===== src/rtl/reg_op_sequencer.sv =====
// Multi-cycle register-file sequencer with a small ALU (IDLE/READ/EXEC/WRITE).
// Optional feature macro: SEQ_SAT_EN (saturating ADD/SUB write-back results).
module reg_op_sequencer #(
  parameter int DATA_W = 8,
  parameter int ADDR_W = 3
) (
  input  logic              clk,
  input  logic              rst_n,
  input  logic              cmd_valid,
  output logic              cmd_ready,
  input  logic [2:0]        cmd_op,
  input  logic [ADDR_W-1:0] cmd_rd,
  input  logic [ADDR_W-1:0] cmd_rs,
  input  logic [DATA_W-1:0] cmd_imm,
  output logic [ADDR_W-1:0] rf_op1,
  output logic [ADDR_W-1:0] rf_op2,
  output logic [DATA_W-1:0] rf_data,
  output logic              rf_en_write,
  input  logic [DATA_W-1:0] rf_out1,
  input  logic [DATA_W-1:0] rf_out2,
  output logic              done,
  output logic [DATA_W-1:0] result,
  output logic              flag_z,
  output logic              flag_c
);

  localparam logic [2:0] OP_MOV = 3'b000;
  localparam logic [2:0] OP_ADD = 3'b001;
  localparam logic [2:0] OP_SUB = 3'b010;
  localparam logic [2:0] OP_AND = 3'b011;
  localparam logic [2:0] OP_OR  = 3'b100;
  localparam logic [2:0] OP_XOR = 3'b101;
  localparam logic [2:0] OP_LDI = 3'b110;
  localparam logic [2:0] OP_CMP = 3'b111;

  typedef enum logic [1:0] {
    S_IDLE  = 2'd0,
    S_READ  = 2'd1,
    S_EXEC  = 2'd2,
    S_WRITE = 2'd3
  } state_t;

  state_t              state_r, state_nxt_s;
  logic [2:0]          op_r;
  logic [ADDR_W-1:0]   op1_r, op2_r;
  logic [DATA_W-1:0]   imm_r, a_r, b_r, result_r;
  logic                z_r, c_r, done_r;

  logic [DATA_W:0]     sum_s, diff_s;
  logic [DATA_W-1:0]   alu_res_s;
  logic                alu_c_s, flags_upd_s;

  // Next-state logic
  always_comb begin
    state_nxt_s = state_r;
    case (state_r)
      S_IDLE: begin
        if (cmd_valid) begin
          state_nxt_s = (cmd_op == OP_LDI) ? S_EXEC : S_READ;
        end else begin
          state_nxt_s = S_IDLE;
        end
      end
      S_READ:  state_nxt_s = S_EXEC;
      S_EXEC:  state_nxt_s = (op_r == OP_CMP) ? S_IDLE : S_WRITE;
      S_WRITE: state_nxt_s = S_IDLE;
      default: state_nxt_s = S_IDLE;
    endcase
  end

  // ALU: carry/borrow is the extra top bit of the widened add/subtract
  always_comb begin
    sum_s       = {1'b0, a_r} + {1'b0, b_r};
    diff_s      = {1'b0, a_r} - {1'b0, b_r};
    alu_res_s   = {DATA_W{1'b0}};
    alu_c_s     = 1'b0;
    flags_upd_s = 1'b1;
    case (op_r)
      OP_MOV: alu_res_s = b_r;
      OP_ADD: begin
        alu_c_s = sum_s[DATA_W];
`ifdef SEQ_SAT_EN
        if (sum_s[DATA_W]) begin
          alu_res_s = {DATA_W{1'b1}};
        end else begin
          alu_res_s = sum_s[DATA_W-1:0];
        end
`else
        alu_res_s = sum_s[DATA_W-1:0];
`endif
      end
      OP_SUB: begin
        alu_c_s = diff_s[DATA_W];
`ifdef SEQ_SAT_EN
        if (diff_s[DATA_W]) begin
          alu_res_s = {DATA_W{1'b0}};
        end else begin
          alu_res_s = diff_s[DATA_W-1:0];
        end
`else
        alu_res_s = diff_s[DATA_W-1:0];
`endif
      end
      OP_AND: alu_res_s = a_r & b_r;
      OP_OR:  alu_res_s = a_r | b_r;
      OP_XOR: alu_res_s = a_r ^ b_r;
      OP_LDI: begin
        alu_res_s   = imm_r;
        flags_upd_s = 1'b0;
      end
      OP_CMP: begin
        alu_res_s = diff_s[DATA_W-1:0];
        alu_c_s   = diff_s[DATA_W];
      end
      default: alu_res_s = {DATA_W{1'b0}};
    endcase
  end

  // State, command latch, operand capture and result/flag registers
  always_ff @(posedge clk) begin
    if (!rst_n) begin
      state_r  <= S_IDLE;
      op_r     <= 3'b000;
      op1_r    <= {ADDR_W{1'b0}};
      op2_r    <= {ADDR_W{1'b0}};
      imm_r    <= {DATA_W{1'b0}};
      a_r      <= {DATA_W{1'b0}};
      b_r      <= {DATA_W{1'b0}};
      result_r <= {DATA_W{1'b0}};
      z_r      <= 1'b0;
      c_r      <= 1'b0;
      done_r   <= 1'b0;
    end else begin
      state_r <= state_nxt_s;
      done_r  <= (state_r == S_WRITE) || ((state_r == S_EXEC) && (op_r == OP_CMP));
      if ((state_r == S_IDLE) && cmd_valid) begin
        op_r  <= cmd_op;
        op1_r <= cmd_rd;
        op2_r <= cmd_rs;
        imm_r <= cmd_imm;
      end
      if (state_r == S_READ) begin
        a_r <= rf_out1;
        b_r <= rf_out2;
      end
      if (state_r == S_EXEC) begin
        if (op_r != OP_CMP) begin
          result_r <= alu_res_s;
        end
        if (flags_upd_s) begin
          z_r <= (alu_res_s == {DATA_W{1'b0}});
          c_r <= alu_c_s;
        end
      end
    end
  end

  // Write strobe is gated by rst_n so a reset during WRITE suppresses it at once
  assign cmd_ready   = (state_r == S_IDLE);
  assign rf_en_write = (state_r == S_WRITE) && rst_n;
  assign rf_op1      = op1_r;
  assign rf_op2      = op2_r;
  assign rf_data     = result_r;
  assign result      = result_r;
  assign done        = done_r;
  assign flag_z      = z_r;
  assign flag_c      = c_r;

endmodule


===== config.mk =====
export PLATFORM = sky130hd
export DESIGN_NAME = reg_op_sequencer
export DESIGN_NICKNAME = d
export VERILOG_FILES = /design/src/rtl/reg_op_sequencer.sv
export SDC_FILE = /design/constraint.sdc
export NUM_CORES = 1
export LEC_CHECK = 0
export ABC_AREA = 1
export BUFFER_PORTS_ARGS = -buffer_cell sky130_fd_sc_hd__buf_2
export CORE_ASPECT_RATIO = 1.2
export CORE_MARGIN = 2
export CORE_UTILIZATION = 53
export CTS_CLUSTER_DIAMETER = 30
export CTS_CLUSTER_SIZE = 16
export DETAILED_ROUTE_END_ITERATION = 8
export GPL_TIMING_DRIVEN = 0
export PLACE_DENSITY = 0.78
export RECOVER_POWER = 50
export SLEW_MARGIN = 25
export SYNTH_ARGS = -nofsm -noshare
export SYNTH_HDL_FRONTEND = slang
export SYNTH_SLANG_ARGS = --single-unit
export TNS_END_PERCENT = 50

===== constraint.sdc =====
create_clock -name clk -period 2.27 [get_ports clk]
set_input_delay 0.454 -clock clk [delete_from_list [all_inputs] [get_ports clk]]
set_output_delay 0.454 -clock clk [all_outputs]
set_load 0.005 [all_outputs]

======== After elaboration in Yosys (flattened, before gate mapping) ========
Cells that the tools add are included.
Widths: inputs -> output; s select.
storage, ports and cells
  logic and storage cells ................. 45
  flip-flop bits (word level) ............. 46
  bits of input ports ..................... 36
  output and inout port bits .............. 27
operators by class
  muxes and demuxes ....................... 6
  equal/unequal tests ..................... 12
  bitwise gates (word level) .............. 4
  reductions and logical operators ........ 10
  add/subtract/negate cells ............... 2
operators by type and width
  operator            count
  $pmux 8 s7          1
  $eq 3x3->1 const B  5
  $add 8x8->9         1
  $sub 8x8->9         1
  $and 8x8->8         1
  $logic_not 8->1     1
  $or 8x8->8          1
  $pmux 2 s4          1
  $xor 8x8->8         1
  $eq 3x2->1 const B  2
  $mux 2              3
  $eq 2x2->1 const B  2
  $reduce_and 2->1    2
  $eq 3x1->1 const B  1
  $logic_and 1x1->1   3
  $logic_not 3->1     1
  $ne 3x3->1 const B  1
  $eq 2x1->1 const B  1
  $logic_not 2->1     1
  $pmux 1 s2          1
  $reduce_or 2->1     1
  $logic_or 1x1->1    1
  $not 1->1           1

======== Longest topological paths before layout ========
  word-level depth ........................ 4
  depth in mapped cells ................... 15
  depth with buffers taken out ............ 14

======== Least setup slack after synthesis ========
Ideal clock, no wire load.
  path type ............................... register -> register
  from .................................... register a_r[0]
  to ...................................... register c_r (netlist: flag_c)
  data required time ...................... 2.155 ns
  path buffers ............................ 0
  clock period less this slack ............ 1.871 ns
  cell stages (with the launch flop) ...... 14
  path slack .............................. 0.399 ns
  setup time .............................. 0.115 ns
  data arrival time ....................... 1.755 ns
  cells stage by stage .................... dfxtp_1 > inv_1 > ha_1 > fa_1 > o21ai_1 > nand3_1 > nand2_1 > nand2_1 > inv_1 > o21ai_0 > nand2_1 > o21ai_0 > o21ai_0 > inv_1
between the ends
  cells in the longest elaborated chain, start to end .. 2
  elaborated cells on any way between the ends .. 3
  those cells by class .................... add/sub: 2; mux: 1
RTL lines
  what                                               RTL line  text
  start: declaration                                 46        logic [DATA_W-1:0] imm_r, a_r, b_r, result_r;
  start signal: assignment                           127       a_r <= {DATA_W{1'b0}};
  start signal: assignment                           143       a_r <= rf_out1;
  $sub 8x8->9 / $add 8x8->9 (equally long branches)  74, 73
  $pmux 1 s2 *                                       78        case (op_r)
  end signal: assignment                             152       c_r <= alu_c_s;
  end: declaration                                   47        logic z_r, c_r, done_r;
Every way passes the cells marked *; elsewhere a longest branch is shown, timed or not.
A chain may end at the register's enable or synchronous reset.

======== Worst setup path after layout ========
  from .................................... register a_r[0]
  to ...................................... register z_r (netlist: flag_z)
between the ends
  cells in the longest elaborated chain, start to end .. 3
  elaborated cells on any way between the ends .. 7
  those cells by class .................... add/sub: 2; mux: 1; bitwise: 3; reduce/logical: 1
RTL lines
  what                                 RTL line  text
  $sub 8x8->9 (tied with other cells)  74        diff_s = {1'b0, a_r} - {1'b0, b_r};
  $pmux 8 s7 *                         78
  $logic_not 8->1 *                    151       z_r <= (alu_res_s == {DATA_W{1'b0}});
  end signal: assignment               151
  end: declaration                     47
Marked as above.

==> flow_metrics.tcl <==
set metrics [dict create \
    grt_pass1_vias 2887 \
    status "complete, no violations" \
    clockBufferDepth 2 \
    grt_pass1_wl_um 13650 \
    clk_pin_slew_worst_paths_ps 90 \
    nFillCells 545 \
    startpoint "a_r[0]$_SDFFE_PN0P_" \
    postSynthCellCount 446 \
    dieArea_um2 6287 \
    port_buffers 62 \
    fin_worst_skew_ps 10.56 \
    cts_tree "built" \
    initial_core_util 0.5405 \
    avgSynthCellArea_um2 6.733 \
    multi_input_area_um2 1750 \
    synth_largest_area_cell "dfxtp_1" \
    placed_cells 572 \
    final_layout_size_suffix_gt1_frac 0.1969 \
    grt_use_total 0.2798 \
    crit_path_end_kind "register" \
    syn_area_um2 3003 \
    p_leak_uw 0.001695 \
    drt_wl_total_um 8505 \
    yosysSeqAreaShare 0.3067 \
    r2r-end "flag_z$_SDFFE_PN0P_" \
    grt_setup_unrepaired "yes" \
    synthTopCellsByArea "dfxtp_1, ha_1, o21ai_0, nand2_1, nor2_1" \
    r2r_cells 12 \
    cp-start-kind "register" \
    tightest_slew_ps 625.1 \
    num_antenna_cells 0 \
    post_drt_via_cell_ratio 5.352 \
    crit_type "register to register" \
    mostFrequentLayoutCells "nor2_1, nand2_1, buf_2" \
    ys_warn_count 0 \
    drcViolationCount 0 \
    r2r_start "a_r[0]$_SDFFE_PN0P_" \
    synth_top_family_by_area "simple AND/OR/NAND/NOR gates" \
    grt_max_degree 16 \
    regArea_um2 922.1 \
    p_per_area_nw_per_um2 732.0 \
    dr.pass1.iters 4 \
    placement_rows 30 \
    synthMuxAreaShare 0 \
    crit_fanout 3 \
    rrSetupSlack_ps 90 \
    setup_violations 0 \
    cap_violations 0 \
    final.setup.tns_ps 0 \
    endpoint "flag_z$_SDFFE_PN0P_" \
    synth_compound_area_frac 0.1729 \
    synth_fp_nets 508 \
    grt.overflow.total 0 \
    core_um2 5555 \
    min_period_ps 2180 \
    place_hpwl_um 6460 \
    max_freq_mhz 458.7 \
    hp-class "input port to register" \
    ir_drop_mv 0.4686 \
    instances_no_fill 582 \
    synth_xor_area_frac 0 \
    dr_total_vias 3115 \
    synth_top_area_frac 0.3067 \
    cp.required_ps 2510 \
    drtIter0Drc 186 \
    slew_viol_final 0 \
    cts_buffers 5 \
    slew_headroom 0.5833 \
    cts.sinks 46 \
    die_w_um 72.72 \
    die_h_um 86.46 \
    cp.arrival_ps 2420 \
    fin_nets 579 \
    ioPinCount 63 \
    h-tree-depth 2 \
    clockRootBuffer "clkbuf_8" \
    synthAdderAreaFrac 0.1133 \
    insertion_delay_ps 310 \
    hold_viol 0 \
    gp_congestion 0.9678 \
    syn_to_final_growth_pct 18.38 \
    wl_per_cell_um 14.61 \
    antenna_left 0 \
    antenna_found_initial 0 \
    synthSimpleGateAreaFrac 0.2788 \
    synth_seq_cells 46 \
    synth_cell_types 30 \
    finalCritPeriodShare 0.9603 \
    totalPowerFinal_uw 2602 \
]
[how the worst min path moves through the flow]
stage	endpoint	from	slack (ps)	depth (start not counted)
finish	imm_r[0]$_SDFFE_PN0P_	cmd_imm[0]	410	3
CTS	rf_op1[1]$_SDFFE_PN0P_	cmd_rd[1]	400	3
global route	rf_op2[1]$_SDFFE_PN0P_	cmd_rs[1]	420	3
floorplan	imm_r[4]$_SDFFE_PN0P_	imm_r[4]$_SDFFE_PN0P_	420	2
detailed placement	imm_r[4]$_SDFFE_PN0P_	imm_r[4]$_SDFFE_PN0P_	460	2
global placement	imm_r[6]$_SDFFE_PN0P_	imm_r[6]$_SDFFE_PN0P_	450	2
[state kept, by name, indices dropped and copies added, names as in the netlist]
register  cells
b_r           8
op_r          3
done          1
imm_r         8
result        8
rf_op1        3
a_r           8
state_r       2
flag_c        1
rf_op2        3
flag_z        1
[cells by family (layout without fill, tap and decap cells)]
logic type | Yosys count | count (layout)
buf+inv | 86 | 158
fa+ha+maj | 26 | 26
flops | 46 | 46
simple gates | 187 | 187
compound gates | 101 | 101
[critical path: stages, from the launching register on]
cell and delay [ps]:
dfxtp_2 330, inv_1 80, ha_4 190, fa_2 440, nor2_1 110, nor2_1 60
a21oi_1 130, nand4_1 200, nor2_1 180, nand3_1 90, nor2_1 100, nand3_1 70
a21oi_1 130
[per-layer routing]
metal / up-vias / GRT usage / part of all wire
li1: 1578 / - / -
met1: 1414 / 0.3547 / 0.43
met2: 105 / 0.4760 / 0.49
met3: 18 / 0.03605 / 0.047
met4: 0 / 0.1128 / 0.031
met5: - / 0 / 0
[final cells by class]
type | count | share of cell area
timing repair buffer | 64 | 0.08800
clock buffer | 5 | 0.01936
inverter | 61 | 0.06582
sequential | 46 | 0.2594
multi-input combinational | 314 | 0.4924
tap | 64 | 0.02253
buffer | 25 | 0.04013
clock inverter | 3 | 0.01232
[through the flow]
stage / hold WS [ps] / setup WS (ps) / util / area, µm²
4_1_cts: 403.4 / 26.14 / 0.6311 / 3506
6_report: 406.6 / 90.01 / 0.6399 / 3555
3_3_place_gp: 446.4 / 70.65 / 0.6108 / 3393
2_1_floorplan: 423.9 / 399.5 / - / 3003
3_5_place_dp: 457.4 / 56.24 / 0.6108 / 3393
5_1_grt: 424.3 / -39.26 / 0.6399 / 3555
[report_power, final]
| part | internal, µW | leakage, µW | switching, µW | total [µW] |
|---|---|---|---|---|
| combinational | 366 | 0.00126 | 624 | 990 |
| clock | 331 | 0.0000585 | 310 | 640 |
| sequential | 904 | 0.000379 | 67.6 | 972 |
[what timing repair did]
item | CTS | global route
hold buffers | 0 | 0
buffers inserted | 0 | 2
setup endpoints to repair | 0 | 6
resized for setup | 0 | 14
endpoints found under the hold margin | 0 | 0
[Yosys cell counts]
| library cell | n |
|---|---|
| o21a_1 | 1 |
| clkbuf_1 | 8 |
| nand2_1 | 65 |
| nand3_1 | 33 |
| a21o_1 | 1 |
| nand3_2 | 3 |
| ha_1 | 24 |
| o21ai_1 | 1 |
| o21bai_1 | 1 |
| o21ai_0 | 51 |
| buf_1 | 1 |
| o22ai_1 | 1 |
| nor2_1 | 65 |
| nand4_1 | 13 |
| or2_2 | 1 |
| nor3b_1 | 1 |
| nand3_4 | 1 |
| inv_2 | 5 |
| fa_1 | 2 |
| buf_6 | 2 |
| buf_4 | 10 |
| o211ai_1 | 2 |
| or2_1 | 1 |
| nand2_2 | 2 |
| inv_4 | 2 |
| buf_2 | 4 |
| inv_1 | 54 |
| nor2_4 | 2 |
| a21oi_1 | 43 |
| dfxtp_1 | 46 |
No activity file was read; power rests on OpenSTA's default activity.
